File: config.mk
export PLATFORM = sky130hd
export DESIGN_NAME = fetch_if_id_stage
export DESIGN_NICKNAME = d
export VERILOG_FILES = /design/src/rtl/fetch_if_id_stage.sv
export SDC_FILE = /design/constraint.sdc
export NUM_CORES = 1
export LEC_CHECK = 0
export CAP_MARGIN = 20
export CORE_ASPECT_RATIO = 0.7
export CORE_MARGIN = 4
export CORE_UTILIZATION = 35
export CTS_CLUSTER_DIAMETER = 50
export DETAILED_ROUTE_END_ITERATION = 7
export GPL_TIMING_DRIVEN = 0
export SYNTH_ARGS = -nofsm -noshare
export SYNTH_HDL_FRONTEND = slang
export SYNTH_SLANG_ARGS = --single-unit
File: constraint.sdc
create_clock -name clk -period 9.6 [get_ports clk]
set_input_delay 2.4 -clock clk [delete_from_list [all_inputs] [get_ports clk]]
set_output_delay 2.4 -clock clk [all_outputs]
set_load 0.02 [all_outputs]
File: src/rtl/fetch_if_id_stage.sv
// Instruction-fetch stage and IF/ID pipeline register.
// Keeps the fetch PC, issues one instruction-memory request at a time, and
// presents the returned instruction (with its PC and PC+4) to decode. A
// one-entry hold buffer absorbs a response that lands while decode is
// stalled; redirects restart fetch and discard any response still in flight.
module fetch_if_id_stage #(
    parameter logic [31:0] RESET_PC  = 32'h0000_0000,
    parameter logic [31:0] NOP_INSTR = 32'h0000_0013
) (
    input  logic        clk,
    input  logic        rst,
    input  logic        stall_d,
    input  logic        flush_d,
    input  logic        redirect_valid,
    input  logic [31:0] redirect_pc,
    output logic        imem_req,
    output logic [31:0] imem_addr,
    input  logic        imem_rvalid,
    input  logic [31:0] imem_rdata,
    output logic [31:0] instr_d,
    output logic [31:0] pc_d,
    output logic [31:0] pc_plus4_d,
    output logic        valid_d
);

    // StIssue: request this cycle; StWait: awaiting the response;
    // StHold: response parked in the hold buffer; StDrop: response to discard.
    typedef enum logic [1:0] {
        StIssue,
        StWait,
        StHold,
        StDrop
    } state_e;

    state_e      state_q, state_d;
    logic [31:0] pc_f_q, pc_f_d;

    logic [31:0] hold_instr_q, hold_instr_d;
    logic [31:0] hold_pc_q, hold_pc_d;
    logic        hold_full_q, hold_full_d;

    logic [31:0] ifid_instr_q, ifid_instr_d;
    logic [31:0] ifid_pc_q, ifid_pc_d;
    logic [31:0] ifid_pc4_q, ifid_pc4_d;
    logic        ifid_valid_q, ifid_valid_d;

    // An instruction ready to enter IF/ID this edge (from memory or the hold buffer).
    logic        load_new;
    logic [31:0] new_instr;
    logic [31:0] new_pc;

    // Redirect targets are always word aligned; the low two bits are dropped.
    logic [31:0] redirect_target;
    assign redirect_target = redirect_pc & 32'hFFFF_FFFC;

    assign imem_addr = pc_f_q;

    // Fetch FSM: next state, fetch PC, hold buffer and request strobe.
    always_comb begin
        state_d      = state_q;
        pc_f_d       = pc_f_q;
        hold_instr_d = hold_instr_q;
        hold_pc_d    = hold_pc_q;
        hold_full_d  = hold_full_q;
        load_new     = 1'b0;
        new_instr    = imem_rdata;
        new_pc       = pc_f_q;
        imem_req     = 1'b0;

        unique case (state_q)
            StIssue: begin
                // A redirect in the issue cycle suppresses the request to the stale PC.
                imem_req = !redirect_valid;
                if (redirect_valid) begin
                    pc_f_d = redirect_target;
                end else begin
                    state_d = StWait;
                end
            end

            StWait: begin
                if (imem_rvalid) begin
                    if (redirect_valid) begin
                        // Response belongs to the wrong path; drop it.
                        pc_f_d  = redirect_target;
                        state_d = StIssue;
                    end else if (stall_d) begin
                        hold_instr_d = imem_rdata;
                        hold_pc_d    = pc_f_q;
                        hold_full_d  = 1'b1;
                        state_d      = StHold;
                    end else begin
                        load_new  = 1'b1;
                        new_instr = imem_rdata;
                        new_pc    = pc_f_q;
                        pc_f_d    = pc_f_q + 32'd4;
                        state_d   = StIssue;
                    end
                end else if (redirect_valid) begin
                    // Request still outstanding: its response must be swallowed.
                    pc_f_d  = redirect_target;
                    state_d = StDrop;
                end
            end

            StHold: begin
                if (redirect_valid) begin
                    hold_full_d = 1'b0;
                    pc_f_d      = redirect_target;
                    state_d     = StIssue;
                end else if (!stall_d && hold_full_q) begin
                    load_new    = 1'b1;
                    new_instr   = hold_instr_q;
                    new_pc      = hold_pc_q;
                    pc_f_d      = hold_pc_q + 32'd4;
                    hold_full_d = 1'b0;
                    state_d     = StIssue;
                end
            end

            StDrop: begin
                if (redirect_valid) begin
                    pc_f_d = redirect_target;
                end
                if (imem_rvalid) begin
                    state_d = StIssue;
                end
            end

            default: begin
                state_d = StIssue;
            end
        endcase
    end

    // IF/ID next value: redirect/flush bubble > stall hold > new instruction > bubble.
    always_comb begin
        ifid_instr_d = ifid_instr_q;
        ifid_pc_d    = ifid_pc_q;
        ifid_pc4_d   = ifid_pc4_q;
        ifid_valid_d = ifid_valid_q;

        if (redirect_valid || flush_d) begin
            // PC fields are left alone; only the slot is killed.
            ifid_valid_d = 1'b0;
            ifid_instr_d = NOP_INSTR;
        end else if (stall_d) begin
            ifid_valid_d = ifid_valid_q;
        end else if (load_new) begin
            ifid_instr_d = new_instr;
            ifid_pc_d    = new_pc;
            ifid_pc4_d   = new_pc + 32'd4;
            ifid_valid_d = 1'b1;
        end else begin
            ifid_valid_d = 1'b0;
            ifid_instr_d = NOP_INSTR;
        end
    end

    // State, fetch PC, hold buffer and IF/ID registers with asynchronous reset.
    always_ff @(posedge clk or posedge rst) begin
        if (rst) begin
            state_q      <= StIssue;
            pc_f_q       <= RESET_PC;
            hold_instr_q <= 32'h0;
            hold_pc_q    <= 32'h0;
            hold_full_q  <= 1'b0;
            ifid_instr_q <= NOP_INSTR;
            ifid_pc_q    <= 32'h0;
            ifid_pc4_q   <= 32'h0;
            ifid_valid_q <= 1'b0;
        end else begin
            state_q      <= state_d;
            pc_f_q       <= pc_f_d;
            hold_instr_q <= hold_instr_d;
            hold_pc_q    <= hold_pc_d;
            hold_full_q  <= hold_full_d;
            ifid_instr_q <= ifid_instr_d;
            ifid_pc_q    <= ifid_pc_d;
            ifid_pc4_q   <= ifid_pc4_d;
            ifid_valid_q <= ifid_valid_d;
        end
    end

    assign instr_d    = ifid_instr_q;
    assign pc_d       = ifid_pc_q;
    assign pc_plus4_d = ifid_pc4_q;
    assign valid_d    = ifid_valid_q;

endmodule

==> reports/qor.yml <==
floorplan:
  num_rows: 54
  initial_core_util_pct: 35.52
  core_sq_um: 31210
  ios: 200
  dieWidth_microns: 220.7
  dieHeight_microns: 156.9
  die-area_sq_um: 34640
clock_network:
  ctsHoldBuffers: 0
  cts.root.buffer_cell: "clkbuf_16"
  clkLatencyLatePin_ns: 0.46
  clk_path_buf_depth: 2
  cts.sinks: 194
  cts_tree: "built"
  numCtsBuffers: 17
  cts-htree-levels: 4
  path_clk_slew_ns: 0.07
  post_cts_buffers: 0
  cts_resized: 0
power_and_ir_drop:
  fin_total_pwr_mw: 4.208
  power_leakage_nw: 5.820
  vdd_drop_max_mv: 0.1750
  p_per_area_nw_per_um2: 296.7
outcome:
  outcome: "finished clean"
setup_path:
  cpPeakStageDelay_ns: 0.66
  worstReg2RegStart: "state_q[0]"
  arrival_ns: 5.71
  crit_buf_inv: 6
  cp_top_family: "buffers and inverters"
  critPathMaxFanout: 10
  start_kind: "primary input"
  path_cells: "buf_2, buf_1, buf_1, clkbuf_1, buf_1, nor2b_1, clkdlybuf4s50_1"
  crit_top_cell: "buf_1"
  startpoint: "redirect_valid"
  critPathKind: "primary input to primary output"
  worstPathRequired_ns: 7.20
  cp-end-kind: "primary output"
  critPathSlowestCell: "clkbuf_1"
sta:
  fin_crit_sh_pct: 84.52
  setup_viol: 0
  worst_pin_slew_ns: 1.230
  period_minus_slack_ns: 8.114
  slew_violations: 0
  hold_viol: 0
  fin_ws_ns: 1.486
  skew_ns: 0.008563
  maxSlewHeadroom_pct: 17.98
  fin_setup_tns_ns: 0
  rsz0062_at_grt: "no"
  fmax_mhz: 123.2
final_layout:
  fin_nets: 1511
  final_common_cell: "clkdlybuf4s50_1"
  diodes: 0
  fin_area_sq_um: 14180
  final_cell_mix: "clkdlybuf4s50_1 (195), dfrtp_1 (191), nand2_1 (183)"
  nFillCells: 3139
  area_growth_pct: 27.92
  utilization_pct: 45.44
  drive_gt1_share_pct: 9.418
detailed_routing:
  drc: 0
  ant_nets: 0
  wirelength_mm: 44.24
  via_count: 10750
  avgViaCountPerCell: 5.765
  wl_per_cell_microns: 23.73
  drt-initial-drc-count: 1340
  firstDrtPassIters: 5
synth:
  synth_cells: 1214
  async_flop_share_pct: 100.0
  synth-seq-area-share_pct: 43.82
  synth_edf_count: 0
  yosysWarnings: 0
  synth_nets: 1292
  syn-cell-area_sq_um: 11090
  synthFlopType: "dfrtp_1"
  avgSynthCellArea_sq_um: 9.134
  ys_ff_latch: 194
  synth.distinct_cells: 73
placement:
  place_ws_ns: 1.621
  placed_area_sq_um: 13630
  place_hpwl_mm: 33.96
  place.gp.congestion: 0.9762
  portBuffers: 195
run:
  max_cap_violations: 0
min_path:
  min_from: "valid_d"
  hp-class: "flip-flop to flip-flop"
global_route:
  grt_pass1_vias: 10100
  grt_usage_pct: 25.35
  gr-total-overflow: 0
  grt_max_degree: 118
  antenna_found_initial: 0
  grt_pass1_wl_mm: 65.67
-- layer usage --
layer / share of wire [%] / GRT usage, %
met1: 48 / 40.33
met4: 1.6 / 5.435
met5: 0 / 0
met2: 41 / 34.47
met3: 10 / 6.117
-- where the power goes --
part           switching [mW]  internal [mW]  leakage, nW  total [mW]
Combinational            1.27          0.831         3.08        2.11
Sequential              0.287           1.12         2.48        1.41
Clock                   0.323          0.371        0.264       0.693
-- Yosys cell counts, types with 13 or more instances --
library cell | count | share of area, %
nor3_1 | 31 | 1.4
mux2_2 | 65 | 6.6
nor4_1 | 17 | 0.96
clkbuf_1 | 75 | 2.5
mux2i_1 | 58 | 5.2
nor2_1 | 73 | 2.5
a22oi_1 | 13 | 0.88
xor2_1 | 23 | 1.8
nand4_1 | 20 | 1.1
dfrtp_1 | 191 | 43
a21oi_1 | 41 | 1.9
nand3_1 | 39 | 1.8
o21ai_0 | 119 | 5.4
inv_1 | 13 | 0.44
a31oi_1 | 23 | 1.3
xnor2_1 | 30 | 2.4
nand2_1 | 183 | 6.2
-- final timing paths --
check	slack, ns	end	cells past startpoint
max	1.49	imem_req	7
min	0.48	valid_d	2
max in group asynchronous	6.19	imem_addr[28]	3
min in group asynchronous	2.40	instr_d[24]	2
min reg2reg	0.48	valid_d	2
max reg2reg	4.28	pc_plus4_d[26]	16
-- registers in the layout, indices dropped and copies added, names as in the netlist --
| register | count |
|---|---|
| hold_full_q | 1 |
| hold_instr_q | 32 |
| state_q | 2 |
| pc_d | 32 |
| hold_pc_q | 32 |
| pc_plus4_d | 30 |
| valid_d | 1 |
| instr_d | 32 |
| imem_addr | 32 |
-- logic make-up (layout without fill, tap and decap cells) --
| kind of cell | count (synthesis) | count (layout) | share of synthesized area, % |
|---|---|---|---|
| xor+xnor | 53 | 53 | 4.186 |
| buf+inv | 119 | 349 | 4.412 |
| fa+ha+maj | 8 | 8 | 0.9028 |
| compound gates | 300 | 300 | 17.16 |
| simple gates | 417 | 417 | 17.68 |
| flops | 194 | 194 | 43.82 |
| mux | 123 | 123 | 11.84 |
-- through the flow --
stage | hold WS (ns) | cells
3_5_place_dp | 0.4633 | 1832
4_1_cts | 0.4779 | 1862
5_1_grt | 0.5034 | 1864
6_report | 0.4773 | 1864
3_3_place_gp | 0.4597 | 1829
2_1_floorplan | 0.4757 | 1214
-- tightest hold or removal path, delay by kind of cell (launching register included) --
| kind | cells | cell delay [ns] |
|---|---|---|
| DFF | 1 | 0.34 |
| and+or+nand+nor | 2 | 0.10 |
-- cell type report --
class,instances,area (sq um),share of cell area (%)
repair buffers,200,2004,14.13
inverters,16,67.56,0.4764
clock inverters,7,77.57,0.5469
flip-flops and latches,194,4858,34.25
plain buffers,103,429.2,3.026
well taps,420,525.5,3.705
multi-input cells,901,5753,40.56
clock buffers,23,467.9,3.299
(Power assumes the default switching activity.)
==> patch 1 (config.mk and constraints unchanged) <==
The 4 states of `state_e` get a Gray code encoding in 2 bits.
--- a/src/rtl/fetch_if_id_stage.sv
+++ b/src/rtl/fetch_if_id_stage.sv
@@ -27,8 +27,8 @@
     // StHold: response parked in the hold buffer; StDrop: response to discard.
     typedef enum logic [1:0] {
-        StIssue,
-        StWait,
-        StHold,
-        StDrop
+        StIssue = 2'b00,
+        StWait  = 2'b01,
+        StHold  = 2'b11,
+        StDrop  = 2'b10
     } state_e;
 
Function: same outputs for any inputs over 4 cycles, from zero or initial values and one cycle with rst high; so few cycles prove little.
==> patch 1 against the original RTL <==
  * Setup slack improved by 0.60 ns
  * Synthesized area fell by 2.7%
  * Utilization rose by 0.62 points
  * Die area down 2.6%
  * Cell area shrank 2.0%
  * Via count down 7.2%
  * Highest routed layer unchanged
  * Maximum frequency rose by 7.9%
  * Sequential cell count unchanged
  * Routed wire length decreased by 11%
  * Critical endpoint unchanged
  * Non-clock buffer count down 1
Power is not compared: it rests on default switching activity, and its combinational part moved more than twofold at a synthesized area within 25%.
==> patch 1: results (changes against the original RTL) <==
* Outcome: finished, final reports clean
* Share of cells above drive strength 1 at 12.47% (+3.1 points)
* End point of the worst hold path: pc_plus4_d[2]
* Hold path startpoint: pc_plus4_d[2]
* Static leakage at about 0.0058 uW
* Post-Synth XOR/XNOR Area at 4.708% (+0.52 points)
* All-Layer GR Usage at 23.07% (-2.3 points)
* HPWL Detailed at 29910 um (-12%)
* Root Buffer Master: clkbuf_16
* Post-DP Area at 13300 sq um (-2.4%)
* Crit-path max FO at 10 (unchanged)
* Worst flop-to-flop path endpoint: pc_plus4_d[24]
* Fmax achieved at 0.1330 GHz (+7.9%)
* Synth warnings at 0 (unchanged)
* Clock Tree Buf Depth at 2 (unchanged)
* Buffers on Ports at 196 (+0.51%)
* Post-Synth Adder-Cell Area at 0.3479% (-0.55 points)
* Layout Nets at 1439 (-4.8%)
* GPL Wtd Cong at 0.9306 (-4.7%)
* DP Cell Count at 1756 (-4.1%)
* Post-Place Worst Slack at 2.130 ns (+0.5083 ns)
* Worst hold path class: flip-flop to flip-flop
* Clock latency on the worst-skew pair at 0.46 ns (about the same)
* Post-synthesis mux area share at 11.70% (-0.14 points)
* WHS Path Cells at 2 (unchanged)
* Final WL at 39480 um (-11%)
* Syn Area/Cell at 9.406 sq um (+3.0%)
* Via count at 9968 (-7.2%)
* Initial drt markers at 908 (-32%)
* Largest net degree at the start of global routing at 108 (-8.5%)
* Vias in the first global route at 9777 (-3.2%)
* Worst Skew at 0.01229 ns (+0.003722 ns)
* Post-synthesis cell type count at 73 (unchanged)
* Syn nets at 1220 (-5.6%)
* Fraction of registers with async set/reset at 100.0% (unchanged)
* Grt met3 use at 7.185% (+1.1 points)
* TritonCTS buffer count at 17 (unchanged)
* Seq/Total Area, Yosys at 45.03% (+1.2 points)
* Reg2Reg Launch Point: hold_full_q
* R2R cell count at 13 (-3)
* Synth top area cells: dfrtp_1 44%, mux2_2 6.8%, nand2_1 6.0%
* Fin cells at 1792 (-3.9%)
* List of most frequent post-synthesis cells: 191 x dfrtp_1, 172 x nand2_1, 115 x o21ai_0
* Met1 GRT Util at 33.78% (-6.5 points)
* CTS resizes at 0 (unchanged)
* Routing usage on met2 at 33.64% (-0.83 points)
* Crit path arrival time at 5.12 ns (-0.59 ns)
* First-pass GRT wire length at 59650 um (-9.2%)
* Final Hold Slack at 0.4771 ns (-0.0002120 ns)
* Max_slew headroom at 41.37% (+23 points)
* Filler instances at 2933 (-6.6%)
* Setup Fix Bufs, Post-CTS at 0 (unchanged)
* Total of max-cap violations at 0 (unchanged)
* Compound-Gate Fraction of Synth Area at 15.83% (-1.3 points)
* R2R Setup Slk at 5.49 ns (+1.21 ns)
* Peak VDD IR at about 0.14 mV
-- patch 1: cell count changes in the layout (fill, tap and decap cells not counted), moves of 5 or more --
cell      unedited run  this run
buf_2                9        36
o211ai_1             8         3
ha_1                 8         3
nor3_1              31        25
o22ai_1              5        17
mux2i_1             58        53
nand2_1            183       172
nor2_1              73        55
nand3_1             39        32
a22o_1               8         3
clkbuf_1            79        47
-- patch 1: cell type report --
class                      count  share of cell area (%)
multi-input combinational    839                   38.79
buffer                       102                   3.556
clock buffer                  20                   3.286
antenna                        1                 0.01801
timing repair buffer         200                   14.44
inverter                      12                  0.3781
tap                          412                   3.709
clock inverter                12                  0.8642
sequential                   194                   34.96
-- patch 1: worst max-delay path by stage --
stage,cells past startpoint,endpoint,from
6_report,6,imem_req,redirect_valid
5_1_grt,6,imem_req,redirect_valid
4_1_cts,6,imem_req,redirect_valid
3_5_place_dp,6,imem_req,redirect_valid
3_3_place_gp,2,imem_addr[2],rst
2_1_floorplan,1,hold_full_q,rst
-- patch 1: cell families after synthesis --
kind of cell | count (synthesis)
AND/OR/NAND/NOR | 382
multiplexers | 118
adder cells (fa/ha/maj) | 3
XOR/XNOR | 58
flip-flops | 194
AO/OA/AOI/OAI | 278
buffers and inverters | 114
-- patch 1: critical path: stages --
cell and delay (ns):
clkdlybuf4s50_1 0.54, buf_2 0.29, clkbuf_1 0.54, clkbuf_1 0.61, nor3_1 0.14, clkdlybuf4s50_1 0.58
-- patch 1: per-layer routing --
metal | share of wire, % | vias to the layer above
met3 | 9.3 | 33
met1 | 46 | 4969
met4 | 1.2 | 0
met5 | 0 | -
met2 | 43 | 414
li1 | - | 4552
-- patch 1: through the flow --
step | util (%) | total power (uW)
after floorplan | - | 1741
after global placement | 43.97 | 2164
after detailed placement | 44.08 | 2184
after CTS | 46.00 | 2909
after global routing | 46.05 | 3048
final | 46.06 | 2896
-- patch 1: power breakdown --
| part | leakage (uW) | total, uW | internal, uW | switching [uW] |
|---|---|---|---|---|
| logic | 0.00308 | 994 | 440 | 553 |
| registers | 0.00247 | 1180 | 1010 | 175 |
| clock network | 0.000279 | 718 | 377 | 341 |
| total | 0.00583 | 2900 | 1830 | 1070 |
==> patch 2 (same flow settings) <==
Without the edit above. Change the parameter `NOP_INSTR` from 32'h0000_0013 to 32'h00000010.
--- a/src/rtl/fetch_if_id_stage.sv
+++ b/src/rtl/fetch_if_id_stage.sv
@@ -6,5 +6,5 @@
 module fetch_if_id_stage #(
     parameter logic [31:0] RESET_PC  = 32'h0000_0000,
-    parameter logic [31:0] NOP_INSTR = 32'h0000_0013
+    parameter logic [31:0] NOP_INSTR = 32'h00000010
 ) (
     input  logic        clk,
Function: changed (a bounded check fails within 4 cycles, from zero or initial values and one cycle with rst high).
==> patch 2 against the original RTL <==
  * First-iteration DRC count is 9.1% lower
  * Power is 4.8% higher
  * Critical path depth stayed put
  * Worst hold slack better by 0.0045 ns
  * Routed wire length is 1.4% higher
  * Register-to-register slack better by 0.04 ns
  * Synthesized area is 0.82% lower
  * Global-route usage is 0.43 points higher
  * Highest routed layer unchanged
  * Sequential share of layout area is 0.14 points lower
  * Sequential cell count stayed put
  * Synthesized cell count is 1.6% lower
  * Setup slack better by 0.023 ns
  * Sequential power hardly changed
  * Cell area is 0.35% higher
==> patch 2: results (changes against the original RTL) <==
* Static leakage at 0.005872 uW (+0.89%)
* GPL Wtd Cong at 1.046 (+7.2%)
* End point of the worst hold path: instr_d[6]
* Post-Place Worst Slack at 1.701 ns (+0.07919 ns)
* Grt met3 use at 6.347% (+0.23 points)
* R2R Setup Slk at 4.32 ns (+0.04 ns)
* Crit path arrival time at 5.69 ns (-0.02 ns)
* Worst Skew at 0.01183 ns (+0.003271 ns)
* Power per cell area at 309.8 nW/um^2 (+4.4%)
* DP Cell Count at 1806 (-1.4%)
* Filler instances at 2971 (-5.4%)
* Pint at 2470 uW (+6.3%)
* List of most frequent post-synthesis cells: 193 x dfrtp_1, 182 x nand2_1, 108 x o21ai_0
* Buffers on Ports at 196 (+0.51%)
* Drt via density at 5.812 (+0.82%)
* Hold path startpoint: instr_d[6]
* First-pass GRT wire length at 66500 um (+1.3%)
* Outcome: finished, final reports clean
* WL per Instance at 24.40 um (+2.8%)
* R2R cell count at 15 (-1)
* Share of cells above drive strength 1 at 8.415% (-1.0 points)
* Worst flop-to-flop path endpoint: pc_plus4_d[28]
* Seq/Total Area, Yosys at 44.16% (+0.34 points)
* Peak VDD IR at 0.1931 mV (+10%)
* CP peak stage delay at 0.79 ns (+0.13 ns)
* All-Layer GR Usage at 25.77% (+0.43 points)
* Fmax achieved at 0.1236 GHz (+0.28%)
* Post-DP Area at 13540 sq um (-0.68%)
* Routing usage on met2 at 35.61% (+1.1 points)
* HPWL Detailed at 33980 um (about the same)
* Vias in the first global route at 10417 (+3.2%)
==> patch 2: critical path: cells and delay by family <==
family	cells	cell delay [ns]
buffers and inverters	6	3.18
and+or+nand+nor	1	0.11
==> patch 2: cell type report <==
cell class	instances	area, sq um	share of cell area [%]
Antenna cell	1	2.502	0.01758
Buffer	109	441.7	3.103
Clock buffer	17	425.4	2.989
Clock inverter	15	270.3	1.899
Inverter	14	60.06	0.4219
Multi-Input combinational cell	877	5653	39.72
Sequential cell	194	4856	34.12
Tap cell	412	515.5	3.622
Timing Repair Buffer	200	2009	14.12
==> patch 2: layer usage <==
layer  routed length (um)  vias to the layer above
met5                    0                        -
met4                  687                        0
met3                 4088                       67
met2                18540                      520
met1                21540                     5368
li1                     -                     4734
==> patch 2: cell families after synthesis <==
family,Yosys count,synth area share [%]
AO/OA/AOI/OAI,283,16.46
XOR/XNOR,56,4.460
adder cells (fa/ha/maj),8,0.9103
buffers and inverters,123,4.494
flip-flops,194,44.16
multiplexers,129,12.46
AND/OR/NAND/NOR,401,17.06
